[config.mk]
export PLATFORM = sky130hd
export DESIGN_NAME = fetch_stage_flat
export DESIGN_NICKNAME = d
export VERILOG_FILES = /design/src/rtl/fetch_stage_if.sv /design/src/rtl/fetch_stage.sv /design/src/flat_wrapper.sv
export SDC_FILE = /design/constraint.sdc
export NUM_CORES = 1
export LEC_CHECK = 0
export ABC_CLOCK_PERIOD_IN_PS = 3700
export CORE_MARGIN = 8
export CORE_UTILIZATION = 47
export DETAILED_ROUTE_END_ITERATION = 8
export PLACE_DENSITY = 0.86
export SLEW_MARGIN = 0
export SYNTH_ARGS = -nofsm -noshare
export SYNTH_HDL_FRONTEND = slang
export SYNTH_SLANG_ARGS = --single-unit
[constraint.sdc]
create_clock -name clk -period 3.7 [get_ports clk]
set_input_delay 0.74 -clock clk [delete_from_list [all_inputs] [get_ports clk]]
set_output_delay 0.74 -clock clk [all_outputs]
set_load 0.05 [all_outputs]
[src/rtl/fetch_stage_if.sv]
// Instruction-memory request bus between the fetch stage (master) and instruction memory (slave).
// Handshake: imem_req/imem_addr are held by the master until a cycle with imem_ready=1;
// in that cycle imem_rdata is the word at imem_addr. Dropping imem_req cancels any in-flight access.
interface fetch_stage_if #(
  parameter int PC_WIDTH    = 16,
  parameter int INSTR_WIDTH = 16
);
  logic                   imem_req;
  logic [PC_WIDTH-1:0]    imem_addr;
  logic                   imem_ready;
  logic [INSTR_WIDTH-1:0] imem_rdata;

  modport master (
    output imem_req,
    output imem_addr,
    input  imem_ready,
    input  imem_rdata
  );

  modport slave (
    input  imem_req,
    input  imem_addr,
    output imem_ready,
    output imem_rdata
  );
endinterface

[src/rtl/fetch_stage.sv]
// Instruction fetch stage with IF/ID register: owns the PC, obeys hazard stalls and EX redirects.
// Optional macro FETCH_STATS_EN adds saturating fetched/stall-cycle counters.
module fetch_stage #(
  parameter int                     PC_WIDTH    = 16,
  parameter int                     INSTR_WIDTH = 16,
  parameter logic [PC_WIDTH-1:0]    RESET_PC    = '0,
  parameter logic [3:0]             HALT_OPCODE = 4'hF,
  parameter logic [INSTR_WIDTH-1:0] NOP_INSTR   = '0
) (
  input  logic                   clk,
  input  logic                   rst,
  input  logic                   pc_stall_i,
  input  logic                   ifid_stall_i,
  input  logic                   redirect_valid_i,
  input  logic [PC_WIDTH-1:0]    redirect_pc_i,
  fetch_stage_if.master          imem,
  output logic                   d_valid_o,
  output logic [INSTR_WIDTH-1:0] d_instr_o,
  output logic [PC_WIDTH-1:0]    d_pc_plus1_o,
  output logic                   halted_o,
  output logic [1:0]             state_o
`ifdef FETCH_STATS_EN
  ,
  output logic [31:0]            stat_fetched_o,
  output logic [31:0]            stat_stall_cycles_o
`endif
);

  typedef enum logic [1:0] {
    ST_FETCH  = 2'd0,
    ST_FLUSH  = 2'd1,
    ST_HALTED = 2'd2
  } state_e;

  state_e                 state_q, state_d;
  logic [PC_WIDTH-1:0]    pc_q, pc_d;
  logic                   d_valid_q, d_valid_d;
  logic [INSTR_WIDTH-1:0] d_instr_q, d_instr_d;
  logic [PC_WIDTH-1:0]    d_pc_plus1_q, d_pc_plus1_d;

  // Stall inputs count as asserted only when they are a clean 1.
  logic pc_stall, ifid_stall, redirect;
  logic transfer, is_halt;
  logic [PC_WIDTH-1:0] pc_plus1;

  assign pc_stall   = (pc_stall_i === 1'b1);
  assign ifid_stall = (ifid_stall_i === 1'b1);
  assign redirect   = (redirect_valid_i === 1'b1);

  assign pc_plus1 = pc_q + PC_WIDTH'(1);
  assign is_halt  = (imem.imem_rdata[INSTR_WIDTH-1 -: 4] == HALT_OPCODE);
  assign transfer = (state_q == ST_FETCH) && imem.imem_ready && !pc_stall
                    && !ifid_stall && !redirect;

  always_ff @(posedge clk) begin
    if (rst) begin
      state_q      <= ST_FETCH;
      pc_q         <= RESET_PC;
      d_valid_q    <= 1'b0;
      d_instr_q    <= NOP_INSTR;
      d_pc_plus1_q <= '0;
    end else begin
      state_q      <= state_d;
      pc_q         <= pc_d;
      d_valid_q    <= d_valid_d;
      d_instr_q    <= d_instr_d;
      d_pc_plus1_q <= d_pc_plus1_d;
    end
  end

  always_comb begin
    state_d      = state_q;
    pc_d         = pc_q;
    d_valid_d    = d_valid_q;
    d_instr_d    = d_instr_q;
    d_pc_plus1_d = d_pc_plus1_q;

    if (redirect) begin
      pc_d      = redirect_pc_i;
      d_valid_d = 1'b0;
      d_instr_d = NOP_INSTR;
      state_d   = ST_FLUSH;
    end else begin
      if (transfer) begin
        d_valid_d    = 1'b1;
        d_instr_d    = imem.imem_rdata;
        d_pc_plus1_d = pc_plus1;
        pc_d         = pc_plus1;
        if (is_halt) state_d = ST_HALTED;
      end else if (!ifid_stall) begin
        // Nothing new to hand over and decode is not holding: insert a bubble.
        d_valid_d = 1'b0;
        d_instr_d = NOP_INSTR;
      end
      if (state_q == ST_FLUSH) state_d = ST_FETCH;
    end
  end

  assign imem.imem_req  = (state_q == ST_FETCH) && !rst;
  assign imem.imem_addr = pc_q;
  assign d_valid_o      = d_valid_q;
  assign d_instr_o      = d_instr_q;
  assign d_pc_plus1_o   = d_pc_plus1_q;
  assign halted_o       = (state_q == ST_HALTED);
  assign state_o        = state_q;

`ifdef FETCH_STATS_EN
  logic [31:0] stat_fetched_q, stat_fetched_d;
  logic [31:0] stat_stall_q, stat_stall_d;

  always_comb begin
    stat_fetched_d = stat_fetched_q;
    stat_stall_d   = stat_stall_q;
    if (transfer && (stat_fetched_q != 32'hFFFF_FFFF))
      stat_fetched_d = stat_fetched_q + 32'd1;
    if ((state_q == ST_FETCH) && pc_stall && (stat_stall_q != 32'hFFFF_FFFF))
      stat_stall_d = stat_stall_q + 32'd1;
  end

  always_ff @(posedge clk) begin
    if (rst) begin
      stat_fetched_q <= '0;
      stat_stall_q   <= '0;
    end else begin
      stat_fetched_q <= stat_fetched_d;
      stat_stall_q   <= stat_stall_d;
    end
  end

  assign stat_fetched_o      = stat_fetched_q;
  assign stat_stall_cycles_o = stat_stall_q;
`endif

endmodule

[src/flat_wrapper.sv]
// flat-port wrapper written by rule: the top's interface ports become plain ports
module fetch_stage_flat 
#(
  parameter int                     PC_WIDTH    = 16,
  parameter int                     INSTR_WIDTH = 16,
  parameter logic [PC_WIDTH-1:0]    RESET_PC    = '0,
  parameter logic [3:0]             HALT_OPCODE = 4'hF,
  parameter logic [INSTR_WIDTH-1:0] NOP_INSTR   = '0
)
  (clk, rst, pc_stall_i, ifid_stall_i, redirect_valid_i, redirect_pc_i, d_valid_o, d_instr_o, d_pc_plus1_o, halted_o, state_o, imem_imem_req, imem_imem_addr, imem_imem_ready, imem_imem_rdata);
  fetch_stage_if #(.PC_WIDTH(PC_WIDTH), .INSTR_WIDTH(INSTR_WIDTH)) imem_i ();
  input  logic clk;
  input  logic rst;
  input  logic pc_stall_i;
  input  logic ifid_stall_i;
  input  logic redirect_valid_i;
  input  logic [PC_WIDTH-1:0] redirect_pc_i;
  output logic d_valid_o;
  output logic [INSTR_WIDTH-1:0] d_instr_o;
  output logic [PC_WIDTH-1:0] d_pc_plus1_o;
  output logic halted_o;
  output logic [1:0] state_o;
  output wire logic [$bits(imem_i.imem_req)-1:0] imem_imem_req;
  output wire logic [$bits(imem_i.imem_addr)-1:0] imem_imem_addr;
  input wire logic [$bits(imem_i.imem_ready)-1:0] imem_imem_ready;
  input wire logic [$bits(imem_i.imem_rdata)-1:0] imem_imem_rdata;
  assign imem_imem_req = imem_i.imem_req;
  assign imem_imem_addr = imem_i.imem_addr;
  assign imem_i.imem_ready = imem_imem_ready;
  assign imem_i.imem_rdata = imem_imem_rdata;
  fetch_stage #(.PC_WIDTH(PC_WIDTH), .INSTR_WIDTH(INSTR_WIDTH), .RESET_PC(RESET_PC), .HALT_OPCODE(HALT_OPCODE), .NOP_INSTR(NOP_INSTR)) u_core (.clk(clk), .rst(rst), .pc_stall_i(pc_stall_i), .ifid_stall_i(ifid_stall_i), .redirect_valid_i(redirect_valid_i), .redirect_pc_i(redirect_pc_i), .imem(imem_i), .d_valid_o(d_valid_o), .d_instr_o(d_instr_o), .d_pc_plus1_o(d_pc_plus1_o), .halted_o(halted_o), .state_o(state_o));
endmodule
Word level (Yosys, flattened, before mapping) --
Cells that the tools add are included.
Operators by class: reductions and logical operators 18, muxes and demuxes 10, bitwise gates (word level) 1, eq/ne operators 7, add/sub/neg operators 1
Operator list (number):
- $mux 16 | 4
- $add 16x1->16 const B | 1
- $mux 1 | 6
- $reduce_and 2->1 | 3
- $reduce_bool 3->1 | 2
- $logic_and 1x1->1 | 5
- $eq 4x4->1 const B | 1
- $logic_not 1->1 | 4
- $eqx 1x1->1 const B | 3
- $reduce_or 3->1 | 1
- $eq 2x1->1 const B | 1
- $eq 2x2->1 const B | 1
- $logic_not 2->1 | 1
- $ne 2x2->1 const B | 1
- $reduce_bool 2->1 | 1
- $reduce_or 2->1 | 1
- $not 1->1 | 1
Word-level totals: flip-flop bits (word level) 51, input bits 38

Depth between registers and ports, before layout --
depth in word-level cells 8, depth in mapped cells 7, gate-level depth less buffers 5

Least setup slack after synthesis --
No wires, ideal clock.
path kind in2out, start point input port rst, end point output port imem_imem_req, path slack 0.827 ns, data arrival time 2.133 ns, cell stages on the path 3, cells stage by stage clkbuf_1 clkbuf_1 nor3_1
Between the ends: word-level cells in the longest chain between the ends 2
RTL lines:
- start, declared | RTL line flat_wrapper.sv:13 | input logic rst;
- $logic_not 1->1 | RTL line fetch_stage.sv:99 | assign imem.imem_req = (state_q == ST_FETCH) && !rst;
- $logic_and 1x1->1 | RTL line fetch_stage.sv:99
- end, declared | RTL line flat_wrapper.sv:23 | output wire logic [$bits(imem_i.imem_req)-1:0] imem_imem_req;
No other way between the ends.

Worst setup path after layout --
start point input port imem_imem_ready, end point register u_core.pc_q[12], in the netlist u_core.imem.imem_addr[12]
Between the ends: word-level cells in the longest chain between the ends 5
RTL lines:
- start, declared | RTL line flat_wrapper.sv:25 | input wire logic [$bits(imem_i.imem_ready)-1:0] imem_imem_ready;
- $logic_and 1x1->1 (2 in series) | RTL line fetch_stage.sv:52 | assign transfer = (state_q == ST_FETCH) && imem.imem_ready && !pc_stall
- $logic_and 1x1->1 (2 in series) | RTL line fetch_stage.sv:53 | && !ifid_stall && !redirect;
- $reduce_bool 2->1 (no line)
- end signal, assigned | RTL line fetch_stage.sv:64 | pc_q <= pc_d;
- end, declared | RTL line fetch_stage.sv:36 | logic [PC_WIDTH-1:0] pc_q, pc_d;
No other way between the ends. A chain may end at the register's enable or synchronous reset.

==> key figures <==
Yosys
  • Ys Warns: 0
  • Syn nets: 303
  • Largest cells by area after synthesis: dfxtp_1, nor2_1, a211oi_1, xnor2_1, a22oi_1
  • Avg Inst Size Synth: 8.69 um^2
  • Post-synth top cells: dfxtp_1, nor2_1, a211oi_1, xnor2_1
  • Post-synth EDFFs: 0
  • Post-synth top area share: 44.5%
  • Seq/Total Area, Yosys: 44.5%
  • Async SR Flop Fraction: 0%
  • Distinct cells, synth: 37
  • Largest area contributor in the netlist: dfxtp_1
  • Register bit total from synthesis: 51
  • Mapped Area: 2290 um^2
  • Top FF cell, synth: dfxtp_1
  • Count leader, synth: dfxtp_1
  • Mapped Cells: 264

Routing
  • Final ANT Viol Nets: 0
  • Met2 WL: 3460 um
  • Metal3 WL: 494 um
  • Via density: 5.48
  • DR WL/cell: 16.4 um
  • Residual DRC: 0
  • Wire length on met1: 2640 um
  • Max Used Layer: met4
  • Final WL: 6710 um
  • Initial DRC count: 137
  • Drt first pass iters: 4
  • Vias: 2246

CTS
  • Worst-path clk slew: 0.09 ns
  • Post-CTS Setup Repair Bufs: 0
  • CTS Root Cell: clkbuf_8
  • CTS tree: done
  • Clock sink count: 51
  • Clock Tree Buf Depth: 2
  • Worst skew pair latency: 0.30 ns
  • Cts repair resizes: 0
  • Post-CTS Hold Buffers: 0
  • CTS Buf Count: 5
  • Htree depth: 2

STA
  • Slew margin rel.: 56.1%
  • Clock Skews: 0.00602 ns
  • Hold Slack: 0.459 ns
  • RSZ-0062 raised after global routing: no
  • Final Hold Vio Count: 0
  • Setup TNS: 0 ns
  • Worst slew pin tran: 0.652 ns
  • Setup slack after layout: 1.02 ns
  • Max Slew Vio Count: 0
  • Crit share post-route: 72.5%
  • Setup-failing EPs final: 0
  • Max Freq: 373 MHz
  • Min Clock Period, post-route: 2.68 ns

Power
  • VDD IR max: 0.200 mV
  • Sw Pwr: 339 uW
  • Combinational power share: 19.5%
  • Seq pwr share: 48.5%
  • Clock network power share: 32.0%
  • Design Power: 1.23 mW
  • Net Sw Frac: 27.6%
  • Leakage: 1.08 nW
  • Internal Power: 888 uW
  • Power Dens Cells: 368 nW/um^2

GRT
  • Gr usage total: 18.1%
  • First-pass GRT wire length: 10700 um
  • Grt ovf: 0
  • Largest net degree at the start of global routing: 49
  • Initial antenna violation count: 0
  • Vias in the first global route: 2225

Worst setup path
  • Critical path type: in -> reg
  • CP max FO: 10
  • CP endpoint kind: flop
  • CP Cell Sequence: clkdlybuf4s50_1 -> or4b_1 -> or2_1 -> or3_1 -> a311oi_1
  • Reg2reg path depth: 4
  • Crit path DAT: 2.90 ns
  • RR Startpoint: u_core.state_o[1]$_SDFFE_PP0P_
  • Crit start category: primary input
  • Worst path max stage delay: 0.66 ns
  • Reg2Reg Capture Point: u_core.imem.imem_addr[12]$_SDFFE_PP0P_
  • Worst Path Required: 3.92 ns
  • Worst path slowest cell: or4b_1
  • Reg-to-reg slack, setup: 1.46 ns

Worst hold path
  • Hold Crit Endpoint: u_core.d_valid_o$_SDFFE_PP0P_
  • Worst Hold Class: reg -> reg
  • Hold Path Depth: 2
  • Worst Min Path Start: u_core.d_valid_o$_SDFFE_PP0P_

Layout
  • Fill cells: 388
  • Syn-to-layout area delta: 45.3%
  • Share of post-route cells with drive strength above 1: 4.37%
  • # diodes: 0
  • Multi-input gate area: 1160 um^2
  • Final net count: 381
  • Reg area: 1020 um^2

Place
  • Placer congestion estimate: 0.829
  • Port buffer count: 90
  • Post-DP HPWL: 4950 um
  • Placement Setup Slack: 0.705 ns

Die
  • CORE AREA: 4720 um^2
  • Site Rows: 25
  • Die Span Y: 85.9 um
  • Die width: 85.9 um
  • Die area: 7370 um^2
  • Initial core utilization: 48.6%
  • IO Pins: 91

Run
  • Max_cap viols: 0

Status
  • Status: complete, no violations
## registers in the layout, summed over array words and instances (netlist names)
name                   flops
u_core.state_o             2
u_core.d_pc_plus1_o       16
u_core.imem.imem_addr     16
u_core.d_instr_o          16
u_core.d_valid_o           1
## area by class of cell
| type | instances | share of cell area [%] |
|---|---|---|
| clock buffer | 6 | 2.48 |
| clock inverter | 2 | 1.05 |
| inverter | 3 | 0.338 |
| multi-input combinational | 187 | 34.8 |
| sequential | 51 | 30.6 |
| tap | 67 | 2.52 |
| timing repair buffer | 94 | 28.2 |
## worst max-delay path by stage
stage	startpoint	end	slack [ns]	cells after the start
global placement	imem_imem_ready	u_core.imem.imem_addr[12]$_SDFFE_PP0P_	0.76	5
floorplan	rst	imem_imem_req	0.83	3
detailed placement	imem_imem_ready	u_core.imem.imem_addr[12]$_SDFFE_PP0P_	0.70	5
finish	imem_imem_ready	u_core.imem.imem_addr[12]$_SDFFE_PP0P_	1.02	5
global route	imem_imem_ready	u_core.imem.imem_addr[12]$_SDFFE_PP0P_	0.90	5
CTS	imem_imem_ready	u_core.imem.imem_addr[12]$_SDFFE_PP0P_	1.01	5
## critical path: cells and delay by family
kind	cells	cell delay [ns]
and+or+nand+nor	3	1.46
AOI/OAI and AO/OA	1	0.24
buffers and inverters	1	0.46
## routing by layer
layer  global-route usage (%)  vias up
met2                     32.4       79
met3                     4.87       10
met5                        0        -
li1                         -     1100
met4                     7.32        0
met1                     19.8     1057
## logic make-up (layout without fill, tap and decap cells)
| logic type | count (synthesis) | count (layout) | synth area share [%] |
|---|---|---|---|
| XOR/XNOR | 21 | 21 | 8.02 |
| multiplexers | 2 | 2 | 0.873 |
| AND/OR/NAND/NOR | 106 | 106 | 22.1 |
| adder cells (fa/ha/maj) | 1 | 1 | 0.545 |
| AO/OA/AOI/OAI | 57 | 57 | 18.8 |
| flip-flops | 51 | 51 | 44.5 |
| buffers and inverters | 26 | 105 | 5.18 |
## per-stage QoR
step                      cells  cell area [um^2]  util (%)
after floorplan             264              2290         -
after global placement      402              3220      68.1
after detailed placement    402              3220      68.1
after CTS                   410              3330      70.6
after global routing        410              3330      70.6
final                       410              3330      70.6
## layout by cell type (no fill, tap or decap), types with 2 or more instances in the layout
master and n:
nor4_1 6, clkdlybuf4s50_1 89, buf_4 4, a211oi_1 22, nor3b_1 4, or3_1 2
o21ai_0 2, a21boi_0 3, xnor2_1 18, clkbuf_8 6, nand4_1 4, mux2i_1 2
a22oi_1 16, o311a_1 3, dfxtp_1 51, nor3_1 9, a21oi_1 3, nand2b_1 4
nand3_1 7, nor2_1 47, inv_1 3, xor2_1 3, and3_1 3, nand2_1 14
a311oi_1 2, o211ai_1 2
## power groups by stage
| stage | Combinational (mW) | Clock [mW] | Sequential (mW) |
|---|---|---|---|
| final | 0.239 | 0.392 | 0.595 |
| after global routing | 0.252 | 0.424 | 0.599 |
| after global placement | 0.235 | 0 | 0.606 |
| after floorplan | 0.0784 | 0 | 0.668 |
| after CTS | 0.240 | 0.398 | 0.595 |
| after detailed placement | 0.239 | 0 | 0.607 |
Power figures use the tool's default switching activity.
==> RTL edit (same flow settings) <==
`INSTR_WIDTH` is set to 16 in 3 places; all go to 32.
--- a/src/rtl/fetch_stage_if.sv
+++ b/src/rtl/fetch_stage_if.sv
@@ -4,5 +4,5 @@
 interface fetch_stage_if #(
   parameter int PC_WIDTH    = 16,
-  parameter int INSTR_WIDTH = 16
+  parameter int INSTR_WIDTH = 32
 );
   logic                   imem_req;
--- a/src/rtl/fetch_stage.sv
+++ b/src/rtl/fetch_stage.sv
@@ -3,5 +3,5 @@
 module fetch_stage #(
   parameter int                     PC_WIDTH    = 16,
-  parameter int                     INSTR_WIDTH = 16,
+  parameter int                     INSTR_WIDTH = 32,
   parameter logic [PC_WIDTH-1:0]    RESET_PC    = '0,
   parameter logic [3:0]             HALT_OPCODE = 4'hF,
--- a/src/flat_wrapper.sv
+++ b/src/flat_wrapper.sv
@@ -3,5 +3,5 @@
 #(
   parameter int                     PC_WIDTH    = 16,
-  parameter int                     INSTR_WIDTH = 16,
+  parameter int                     INSTR_WIDTH = 32,
   parameter logic [PC_WIDTH-1:0]    RESET_PC    = '0,
   parameter logic [3:0]             HALT_OPCODE = 4'hF,
Interface: changed (resized d_instr_o and imem_imem_rdata); port bits go from 91 to 123. No check against the original RTL was run, so the function may have changed too.
==> RTL edit against the original RTL <==
- routed wire length rose by 27%
- worst setup slack got worse by 0.26 ns
- combinational power is 9.6% higher
- total power increased by 33%
- clock skew is 0.0017 ns higher
- non-clock buffer count is 31 higher
- final area up 27%
- via count increased by 24%
- area after synthesis grew 21%
- sequential cell count increased by 16
==> RTL edit: results (changes against the original RTL) <==
| Metric | Value |
|---|---|
| Root Buffer Master | clkbuf_8 (unchanged) |
| R2R Setup Slk | 1.15 ns (was 1.46 ns) |
| Number of fill cells | 458 (was 388) |
| Clock period minus worst slack | 2.94 ns (was 2.68 ns) |
| GRT Total Usage | 19.0% (was 18.1%) |
| Synth unique cells | 32 (was 37) |
| Final wirelength | 8500 um (was 6710 um) |
| Gpl congestion | 0.789 (was 0.829) |
| Postcts setup bufs | 0 (unchanged) |
| Status | finished, final reports clean (unchanged) |
| Max clock buf depth | 2 (unchanged) |
| Synth top area cells | dfxtp_1, nor2_1, a22oi_1 (was dfxtp_1, nor2_1, a211oi_1) |
| Final nets | 480 (was 381) |
| Number of global-route vias before repair | 2500 (was 2225) |
| Total number of vias | 2788 (was 2246) |
| Drt initial violations | 250 (was 137) |
| Placed Cells | 489 (was 402) |
| Flip-flop count of the largest register after layout | 32 |
| Clock latency on the worst-skew pair | 0.34 ns (was 0.30 ns) |
| Largest net degree at the start of global routing | 59 (was 49) |
| DRT Pass-1 Iters | 5 (was 4) |
| First-pass GRT wire length | 13100 um (was 10700 um) |
| Port Buf Inserts | 122 (was 90) |
| CTS resizes | 0 (unchanged) |
| Final Max Tran Viols | 0 (unchanged) |
| Worst EP arrival | 3.19 ns (was 2.90 ns) |
| Layout cells sized above 1 | 4.88% (was 4.37%) |
| Post-detail-place hpwl | 6140 um (was 4950 um) |
| Measured slew at the worst slew-check pin | 0.882 ns (was 0.652 ns) |
| Syn_nets | 373 (was 303) |
| CTS buffer count | 9 (was 5) |
| Vias per cell | 5.52 (was 5.48) |
| DR DRC count | 0 (unchanged) |
| Pleak | 1.36 nW (was 1.08 nW) |
| Ant. Diodes | 0 (unchanged) |
| Worst clock skew | 0.00776 ns (was 0.00602 ns) |
| Worst min path class | reg -> reg (unchanged) |
| IR Drop Worst-Case VDD | 0.303 mV (was 0.200 mV) |
| Most frequent cells after synthesis | dfxtp_1, nor2_1, a22oi_1, clkbuf_1, a211oi_1 (was dfxtp_1, nor2_1, a211oi_1, xnor2_1) |
| Antenna violations before repair | 0 (unchanged) |
| Worst hold slack | 0.465 ns (was 0.459 ns) |
| H-Tree Depth | 3 (was 2) |
| Syn Area/Cell | 8.76 um^2 (was 8.69 um^2) |
| Synthesis Warnings | 0 (unchanged) |
| Clock Pin Slew Worst Setup and Hold Paths | 0.07 ns (was 0.09 ns) |
| Ys async rst share | 0% (unchanged) |
| Critical Path Fanout Max | 8 (was 10) |
| Seq/Total Area, Yosys | 48.2% (was 44.5%) |
| Post-place setup slack | 0.442 ns (was 0.705 ns) |
[RTL edit: cell types whose count changed after synthesis, moves of 4 or more]
cell / before / now
nor3b_1: 4 / 0
xnor2_1: 18 / 14
a311oi_1: 2 / 10
or3_1: 2 / 6
o31ai_1: 0 / 6
nor2_1: 47 / 66
clkbuf_1: 16 / 27
or4_1: 1 / 9
a22oi_1: 16 / 32
dfxtp_1: 51 / 67
[RTL edit: final timing paths]
check,end,cells past startpoint,startpoint
setup reg to reg,u_core.imem.imem_addr[10],5,u_core.imem.imem_addr[0]
hold / removal,u_core.d_valid_o,2,u_core.d_valid_o
setup / recovery,u_core.imem.imem_addr[10],5,imem_imem_ready
hold reg to reg,u_core.d_valid_o,2,u_core.d_valid_o
[RTL edit: area by class of cell]
| cell class | count | area, um^2 | share of cell area (%) |
|---|---|---|---|
| Inverter | 4 | 15.0 | 0.355 |
| Timing Repair Buffer | 125 | 1270 | 29.9 |
| Clock buffer | 10 | 128 | 3.02 |
| Sequential cell | 67 | 1340 | 31.7 |
| Clock inverter | 6 | 65.1 | 1.54 |
| Multi-Input combinational cell | 218 | 1320 | 31.3 |
| Tap cell | 75 | 93.8 | 2.22 |
[RTL edit: critical path, stage by stage]
cell,delay (ns)
clkdlybuf4s50_1,0.46
or4b_1,0.59
or4_1,0.67
or4_1,0.43
a311oi_1,0.28
[RTL edit: layer usage]
layer / routed length, um / part of all wire (%) / GRT usage [%]
met2: 4150 / 49 / 30.3
met5: 0 / 0 / 0
met3: 608 / 7.2 / 5.45
met1: 3590 / 42 / 23.3
met4: 148 / 1.7 / 8.86
[RTL edit: logic make-up (layout without fill, tap and decap cells)]
kind of cell | after synthesis | after routing | synth area share (%)
AOI/OAI and AO/OA | 78 | 78 | 20.7
xor gates and xnor gates | 18 | 18 | 5.66
adders and majority gates | 1 | 1 | 0.449
buffers and inverters | 33 | 145 | 4.54
DFF | 67 | 67 | 48.2
and+or+nand+nor | 121 | 121 | 20.5
[RTL edit: per-stage QoR]
step	total power (W)	instance area, um^2
floorplan	0.000923	2790
global placement	0.00104	4040
detailed placement	0.00104	4040
CTS	0.00163	4230
global route	0.00169	4230
finish	0.00163	4230
[RTL edit: where the power goes]
| group | switching, W | internal [W] |
|---|---|---|
| clock network | 0.000287 | 0.000313 |
| registers | 0.0000262 | 0.000741 |
| logic | 0.000147 | 0.000114 |
